## src/rtl/inst_fetch_seq.sv

```systemverilog
// 6502 instruction fetch sequencer: fetches opcode plus 0-2 operand bytes and issues them to execute.
// Optional instruction counter output enabled by defining INST_FETCH_COUNT_EN.
module inst_fetch_seq #(
    parameter int unsigned        ADDR_W   = 16,
    parameter logic [ADDR_W-1:0]  RESET_PC = ADDR_W'(16'h0200)
) (
    input  logic              clk,
    input  logic              rst,
    output logic [ADDR_W-1:0] mem_addr,
    output logic              mem_req,
    input  logic              mem_ack,
    input  logic [7:0]        mem_rdata,
    output logic [7:0]        op_byte,
    input  logic [1:0]        op_len,
    output logic              inst_valid,
    input  logic              inst_ready,
    output logic [7:0]        inst_opcode,
    output logic [15:0]       inst_operand,
    output logic [ADDR_W-1:0] inst_pc,
    input  logic              redirect,
    input  logic [ADDR_W-1:0] redirect_pc,
    output logic [ADDR_W-1:0] pc
`ifdef INST_FETCH_COUNT_EN
    ,
    output logic [15:0]       inst_count
`endif
);

    typedef enum logic [2:0] {
        FETCH_OP,
        LEN,
        FETCH_LO,
        FETCH_HI,
        ISSUE
    } state_t;

    state_t      state;
    state_t      state_n;
    logic [15:0] operand;
    logic        len3;
    logic        ack_ok;
    logic        handshake;

    // NOTE: mem_req is gated by rst so the request stays low while reset is held and
    // rises in the first cycle after release, even though state already reads FETCH_OP.
    assign mem_req = !rst && (state == FETCH_OP || state == FETCH_LO || state == FETCH_HI);

    // A redirect abandons the in-flight fetch, so an ack in that cycle is discarded.
    assign ack_ok       = mem_req && mem_ack && !redirect;
    assign mem_addr     = pc;
    assign inst_valid   = (state == ISSUE);
    assign handshake    = inst_valid && inst_ready;
    assign inst_opcode  = op_byte;
    assign inst_operand = operand;

    always_comb begin
        // NOTE: default assignment first so every path drives state_n and no latch is inferred.
        state_n = state;
        case (state)
            FETCH_OP: if (ack_ok) state_n = LEN;
            LEN:      state_n = (op_len[1]) ? FETCH_LO : ISSUE;
            FETCH_LO: if (ack_ok) state_n = len3 ? FETCH_HI : ISSUE;
            FETCH_HI: if (ack_ok) state_n = ISSUE;
            ISSUE:    if (handshake) state_n = FETCH_OP;
            default:  state_n = FETCH_OP;
        endcase
        if (redirect) state_n = FETCH_OP;
    end

    // NOTE: all sequential state uses non-blocking assignments so every register samples
    // the pre-edge values of its neighbours.
    always_ff @(posedge clk) begin
        if (rst) begin
            state   <= FETCH_OP;
            pc      <= RESET_PC;
            op_byte <= '0;
            inst_pc <= '0;
            operand <= '0;
            len3    <= 1'b0;
        end else begin
            state <= state_n;
            if (redirect) begin
                pc <= redirect_pc;
            end else if (ack_ok) begin
                pc <= pc + ADDR_W'(1);
            end
            if (ack_ok) begin
                case (state)
                    FETCH_OP: begin
                        op_byte <= mem_rdata;
                        inst_pc <= pc;
                        operand <= '0;
                    end
                    FETCH_LO: operand[7:0]  <= mem_rdata;
                    FETCH_HI: operand[15:8] <= mem_rdata;
                    default:  ;
                endcase
            end
            if (state == LEN) len3 <= (op_len == 2'd3);
        end
    end

`ifdef INST_FETCH_COUNT_EN
    // Counts accepted instructions; deliberately survives redirects.
    always_ff @(posedge clk) begin
        if (rst) begin
            inst_count <= '0;
        end else if (handshake) begin
            inst_count <= inst_count + 16'd1;
        end
    end
`endif

endmodule

```

## config.mk

```make
export PLATFORM = sky130hd
export DESIGN_NAME = inst_fetch_seq
export DESIGN_NICKNAME = d
export VERILOG_FILES = /design/src/rtl/inst_fetch_seq.sv
export SDC_FILE = /design/constraint.sdc
export NUM_CORES = 1
export LEC_CHECK = 0
export ABC_CLOCK_PERIOD_IN_PS = 4000
export BUFFER_PORTS_ARGS = -buffer_cell sky130_fd_sc_hd__buf_4
export CAP_MARGIN = 25
export CORE_MARGIN = 5
export CORE_UTILIZATION = 52
export CTS_BUF_LIST = sky130_fd_sc_hd__clkbuf_8 sky130_fd_sc_hd__clkbuf_16
export DETAILED_ROUTE_END_ITERATION = 8
export GPL_ROUTABILITY_DRIVEN = 1
export PLACE_DENSITY = 0.82
export SLEW_MARGIN = 20
export SYNTH_ARGS = -nofsm -noshare
export SYNTH_HDL_FRONTEND = slang
export SYNTH_SLANG_ARGS = --single-unit
```

## constraint.sdc

```tcl
create_clock -name clk -period 4 [get_ports clk]
set_input_delay 0.4 -clock clk [delete_from_list [all_inputs] [get_ports clk]]
set_output_delay 0.4 -clock clk [all_outputs]
set_load 0.01 [all_outputs]
```

======== Word-level counts from Yosys, hierarchy flattened ========
Cells that the tools add are included.
cells by class
  reduce and logical (&&, ||, !) cells .... 17
  equal/unequal tests ..................... 9
  $add $sub $neg .......................... 1
  mux-type cells .......................... 11
operator list
  cell                                                                      number
  16-bit two-way mux                                                        2
  8-bit one-hot mux with 2 select lines                                     2
  3-bit two-way mux                                                         6
  16-bit by 1-bit adder with 16-bit output (second input constant)          1
  3-bit one-hot mux with 5 select lines                                     1
  3-bit by 2-bit equality test with 1-bit output (second input constant)    2
  2-bit inequality test (second input constant)                             3
  2-bit AND reduction                                                       3
  2-bit nonzero test                                                        3
  1-bit logical AND                                                         4
  4-bit AND reduction                                                       1
  3-bit by 1-bit equality test with 1-bit output (second input constant)    1
  3-bit equality test (second input constant)                               1
  3-bit zero test                                                           1
  2-bit equality test (second input constant)                               1
  1-bit zero test                                                           2
  1-bit logical OR                                                          2
  2-bit by 1-bit inequality test with 1-bit output (second input constant)  1
  2-bit OR reduction                                                        1
storage, ports and cells
  bits in registers ....................... 60
  output and inout bits ................... 82
  word-level logic and storage cells ...... 45

======== Depth between registers and ports, before layout ========
  depth in word-level cells ............... 8
  gate-level depth with buffers ........... 6
  mapped depth without buffers ............ 5

======== Worst setup path before layout ========
OpenSTA, ideal clock, no wires.
  path type ............................... reg-to-reg
  start point ............................. reg pc[0] (netlist: mem_addr[0])
  end point ............................... reg pc[10] (netlist: mem_addr[10])
  library setup time ...................... 0.091 ns
  path slack .............................. 2.343 ns
  cell stages (with the launch flop) ...... 6
  clock period less this slack ............ 1.657 ns
  arrival ................................. 1.566 ns
  cells stage by stage .................... dfxtp_1 > ha_1 > and4_1 > nand4_4 > or3_1 > a311oi_1
between the ends
  cells in the longest elaborated chain, start to end .. 3
RTL lines
  element                                   RTL line  source
  from (decl)                               22        output logic [ADDR_W-1:0] pc
  from (signal assigned)                    83        pc <= redirect_pc;
  from (signal assigned)                    85        pc <= pc + ADDR_W'(1);
  16-bit by 1-bit adder with 16-bit output  85
  16-bit two-way mux                        84        end else if (ack_ok) begin
  16-bit two-way mux                        82        if (redirect) begin
No other way between the ends. The select of a mux whose other input is x is not followed.
A chain may end at the register's enable or synchronous reset.

======== Final worst setup path ========
  start point ............................. reg state[1]
  end point ............................... reg pc[15] (netlist: mem_addr[15])
between the ends
  cells in the longest elaborated chain, start to end .. 7
RTL lines
  element                                                                            RTL line  source
  from (decl)                                                                        37        state_t state;
  from (signal assigned)                                                             81        state <= state_n;
  3-bit by 2-bit equality test with 1-bit output or 3-bit zero test (tied branches)  46        assign mem_req = !rst && (state == FETCH_OP || state == FETCH_LO || state == FETCH_HI);
  1-bit logical OR                                                                   46
  1-bit logical OR (*)                                                               46
  1-bit logical AND (*)                                                              46
  1-bit logical AND (*) (2 in series)                                                49        assign ack_ok = mem_req && mem_ack && !redirect;
  2-bit nonzero test (no line) (*)                                                   n/a
Every way passes the cells marked *; elsewhere a longest branch is shown, timed or not.

==> metrics.md <==
| Metric | Value |
|---|---|
| Critical Path Fanout Max | `15` |
| Tightest Hold Check Type | `input pin to flop` |
| Main flop type after synthesis | `dfxtp_1` |
| Largest net degree at the start of global routing | `67` |
| DRC errors left | `0` |
| Sw frac | `0.266` |
| CP bufs+invs | `0` |
| Final nets | `around 460` |
| Detail-routed via count per cell | `approximately 5.6` |
| Outcome | `completed` |
| Port buffer count | `around 110` |
| Cell-internal power | `~1000 uW` |
| Netlist cell types | `between 50 and 60` |
| FF-to-FF End | `mem_addr[15]$_SDFFE_PP0P_` |
| Data arrival, critical path | `roughly 2.4 ns` |
| 1st-iter DRT viols | `about 150` |
| Diodes inserted | `0` |
| Number of buffers created by CTS | `9` |
| Overflow after GRT | `0` |
| Worst Path Required | `4.22 ns` |
| CP cell instances | `nand2b_1 -> nand4_2 -> o31a_1 -> o31a_1` |
| Vias in the first global route | `2688` |
| Post-route cell area | `around 0.0037 mm^2` |
| Period utilization | `0.542` |
| First-pass GRT wire length | `13000 um` |
| DIE HEIGHT | `84.5 um` |
| Share of cells above drive strength 1 | `0.327` |
| Seq pwr share | `0.474` |
| Pwr dens | `367 mW/mm^2` |
| Crit path depth | `4` |
| FP Rows | `27` |
| Initial antenna violation count | `0` |
| RSZ-0062 raised after global routing | `false` |
| Cell mode on critical path | `o31a_1` |
| Hold Path Cell Cnt | `3` |
| Post-Route WL | `7990 um` |
| Post-DP Area | `~0.0035 mm^2` |
| Hpwl dp | `approximately 5600 um` |
| Core area | `between 0.005 and 0.006 mm^2` |
| Crit Path Class | `flop to flop` |
| Initial cell density of the core | `0.530` |
| Nature of the critical path endpoint | `flop` |
| Cell Area, Synth | `0.00289 mm^2` |
| WL/cell | `16.0 um` |
| DR pass1 iterations | `4` |
| Clk_lat worst skew | `roughly 0.34 ns` |
| Shortest period the worst path allows | `2.17 ns` |
| RR Startpoint | `state[1]$_SDFFE_PP0P_` |
| Combinational power share | `0.124` |
| Lkg Pwr | `between 0.0015 and 0.002 uW` |
| Maximum VDD drop | `247 uV` |
| Family with the most delay on the worst path | `simple AND/OR/NAND/NOR gates` |
| Final Util | `0.684` |
| Final total power | `between 1000 and 1500 uW` |
| Root buffer cell | `clkbuf_8` |
| Worst Skew | `approximately 0.0055 ns` |
| Via Count | `about 2800` |
| Syn Area/Cell | `between 8 and 9 um^2` |
| Reg2Reg Setup Slack | `about 1.8 ns` |
| # fillers | `~470` |
| Syn nets | `381` |
| Yosys reg bits | `60` |
| H-tree lvl count | `3` |
| Die area | `roughly 0.007 mm^2` |
| Startpoint Class | `flop` |
| Fin Hold WS | `approximately 0.32 ns` |
| Worst-path clk slew | `about 0.070 ns` |
| Seq/Total Area, Yosys | `0.416` |
| ANT nets after route | `0` |
| Synth-to-layout area growth | `29.0%` |
| Async SR Flop Fraction | `0` |
| Cells after Synth | `approximately 350` |
| Clk pwr share | `0.401` |
| Max_slew headroom | `0.524` |
| Die Width | `approximately 84 um` |
| MaxCap Viol Count | `0` |
| Final GP Congestion | `between 0.8 and 0.9` |
| Boundary pin count | `113` |
| Psw | `364 uW` |
| CP max-delay cell | `dfxtp_1` |
| Hold Startpoint | `redirect_pc[11]` |
| Final Max Slew Viols | `0` |
| Fmax achieved | `about 460 MHz` |
| EDFF count, synth | `0` |
| Worst-Margin Slew | `approximately 0.71 ns` |
| CTS sink cnt | `60` |
| Hold EP | `mem_addr[11]$_SDFFE_PP0P_` |
| Setup TNS | `0 ns` |
| Gr usage total | `0.223` |
| Yosys warning count | `0` |
| Post-CTS setup repair buffer count | `0` |
| CP peak stage delay | `0.66 ns` |
| Cts hold-fix bufs | `0` |
| Final hold viol count | `0` |
| Reg2Reg Depth | `4` |
| Final Setup Violations | `0` |
| Post-cts sizing count | `0` |
| Clock Path Buffers | `2` |
| CTS tree | `built` |
[flip-flops by register name, summed over array words and instances, names as in the netlist]
register / count
len3: 1
state: 3
inst_operand: 16
inst_opcode: 8
inst_pc: 16
mem_addr: 16
[synth_stat cells, types with 4 or more instances]
cell type | number | area [um^2]
nand2_1 | 64 | 240
dfxtp_1 | 60 | 1200
a21oi_1 | 36 | 180
buf_4 | 25 | 188
nor2_1 | 22 | 82.6
nand3_1 | 14 | 70.1
clkbuf_1 | 11 | 41.3
buf_2 | 10 | 50.1
a22oi_1 | 9 | 67.6
o21ai_0 | 8 | 40.0
a211oi_1 | 6 | 45.0
and3_1 | 6 | 37.5
and4_1 | 6 | 52.6
inv_1 | 6 | 22.5
nand4_1 | 4 | 25.0
nor3b_1 | 4 | 30.0
o31a_1 | 4 | 35.0
or3_1 | 4 | 25.0
[placed cells by master, fill, tap and decap left out, types with 3 or more instances in the layout]
cell type	synthesis	layout
nor3b_1	4	4
dfxtp_1	60	60
o31a_1	4	4
a211oi_1	6	6
clkbuf_8	0	11
a21oi_1	36	36
o21ai_0	8	8
buf_4	25	112
and3_1	6	6
nand4_1	4	4
a22oi_1	9	9
and4_1	6	6
nand3_1	14	14
xor2_1	3	3
inv_1	6	6
nor2_1	22	22
nor2b_1	3	3
o211ai_1	3	3
nand2_1	64	64
or3_1	4	4
[logic make-up after synthesis]
logic type      synth area share
flops                      0.416
mux                      0.00694
xor+xnor                  0.0121
buf+inv                    0.119
compound gates             0.183
simple gates               0.258
fa+ha+maj                0.00434
[per-layer routing]
layer	share of wire	vias to the layer above	global-route usage
li1	-	1351	-
met1	0.42	1309	0.277
met2	0.49	114	0.367
met3	0.084	8	0.0638
met4	0.0091	0	0.0791
met5	0	-	0
[cell type report]
type,instances,area [um^2],area share
timing repair buffer,114,866,0.233
multi-input combinational,232,1340,0.360
clock buffer,10,138,0.0370
sequential,60,1200,0.323
clock inverter,6,63.8,0.0171
tap,72,90.1,0.0242
inverter,6,22.5,0.00605
[how the worst max path moves through the flow]
stage | from | to
2_1_floorplan | mem_addr[0]$_SDFFE_PP0P_ | mem_addr[10]$_SDFFE_PP0P_
3_3_place_gp | rst | inst_operand[10]$_SDFFE_PP0P_
3_5_place_dp | rst | inst_pc[8]$_SDFFE_PP0P_
4_1_cts | state[1]$_SDFFE_PP0P_ | mem_addr[15]$_SDFFE_PP0P_
5_1_grt | state[1]$_SDFFE_PP0P_ | mem_addr[11]$_SDFFE_PP0P_
6_report | state[1]$_SDFFE_PP0P_ | mem_addr[15]$_SDFFE_PP0P_
[worst reg2reg max path: stages, from the launching register on]
cell and delay [ns]:
dfxtp_1 0.66, nand2b_1 0.46, nand4_2 0.35, o31a_1 0.34, o31a_1 0.24
[metrics by stage]
stage | cells | setup WS [ns]
after detailed placement | 483 | 1.56
after global routing | 500 | 1.68
final | 500 | 1.83
after floorplan | 349 | 2.34
after CTS | 499 | 1.86
after global placement | 482 | 1.50
[power by group through the flow]
stage	clock, uW	combinational, uW	sequential (uW)
floorplan	0	101	657
global placement	0	165	661
detailed placement	0	169	661
CTS	556	170	648
global route	586	185	652
finish	549	170	649
(Power assumes the default switching activity.)
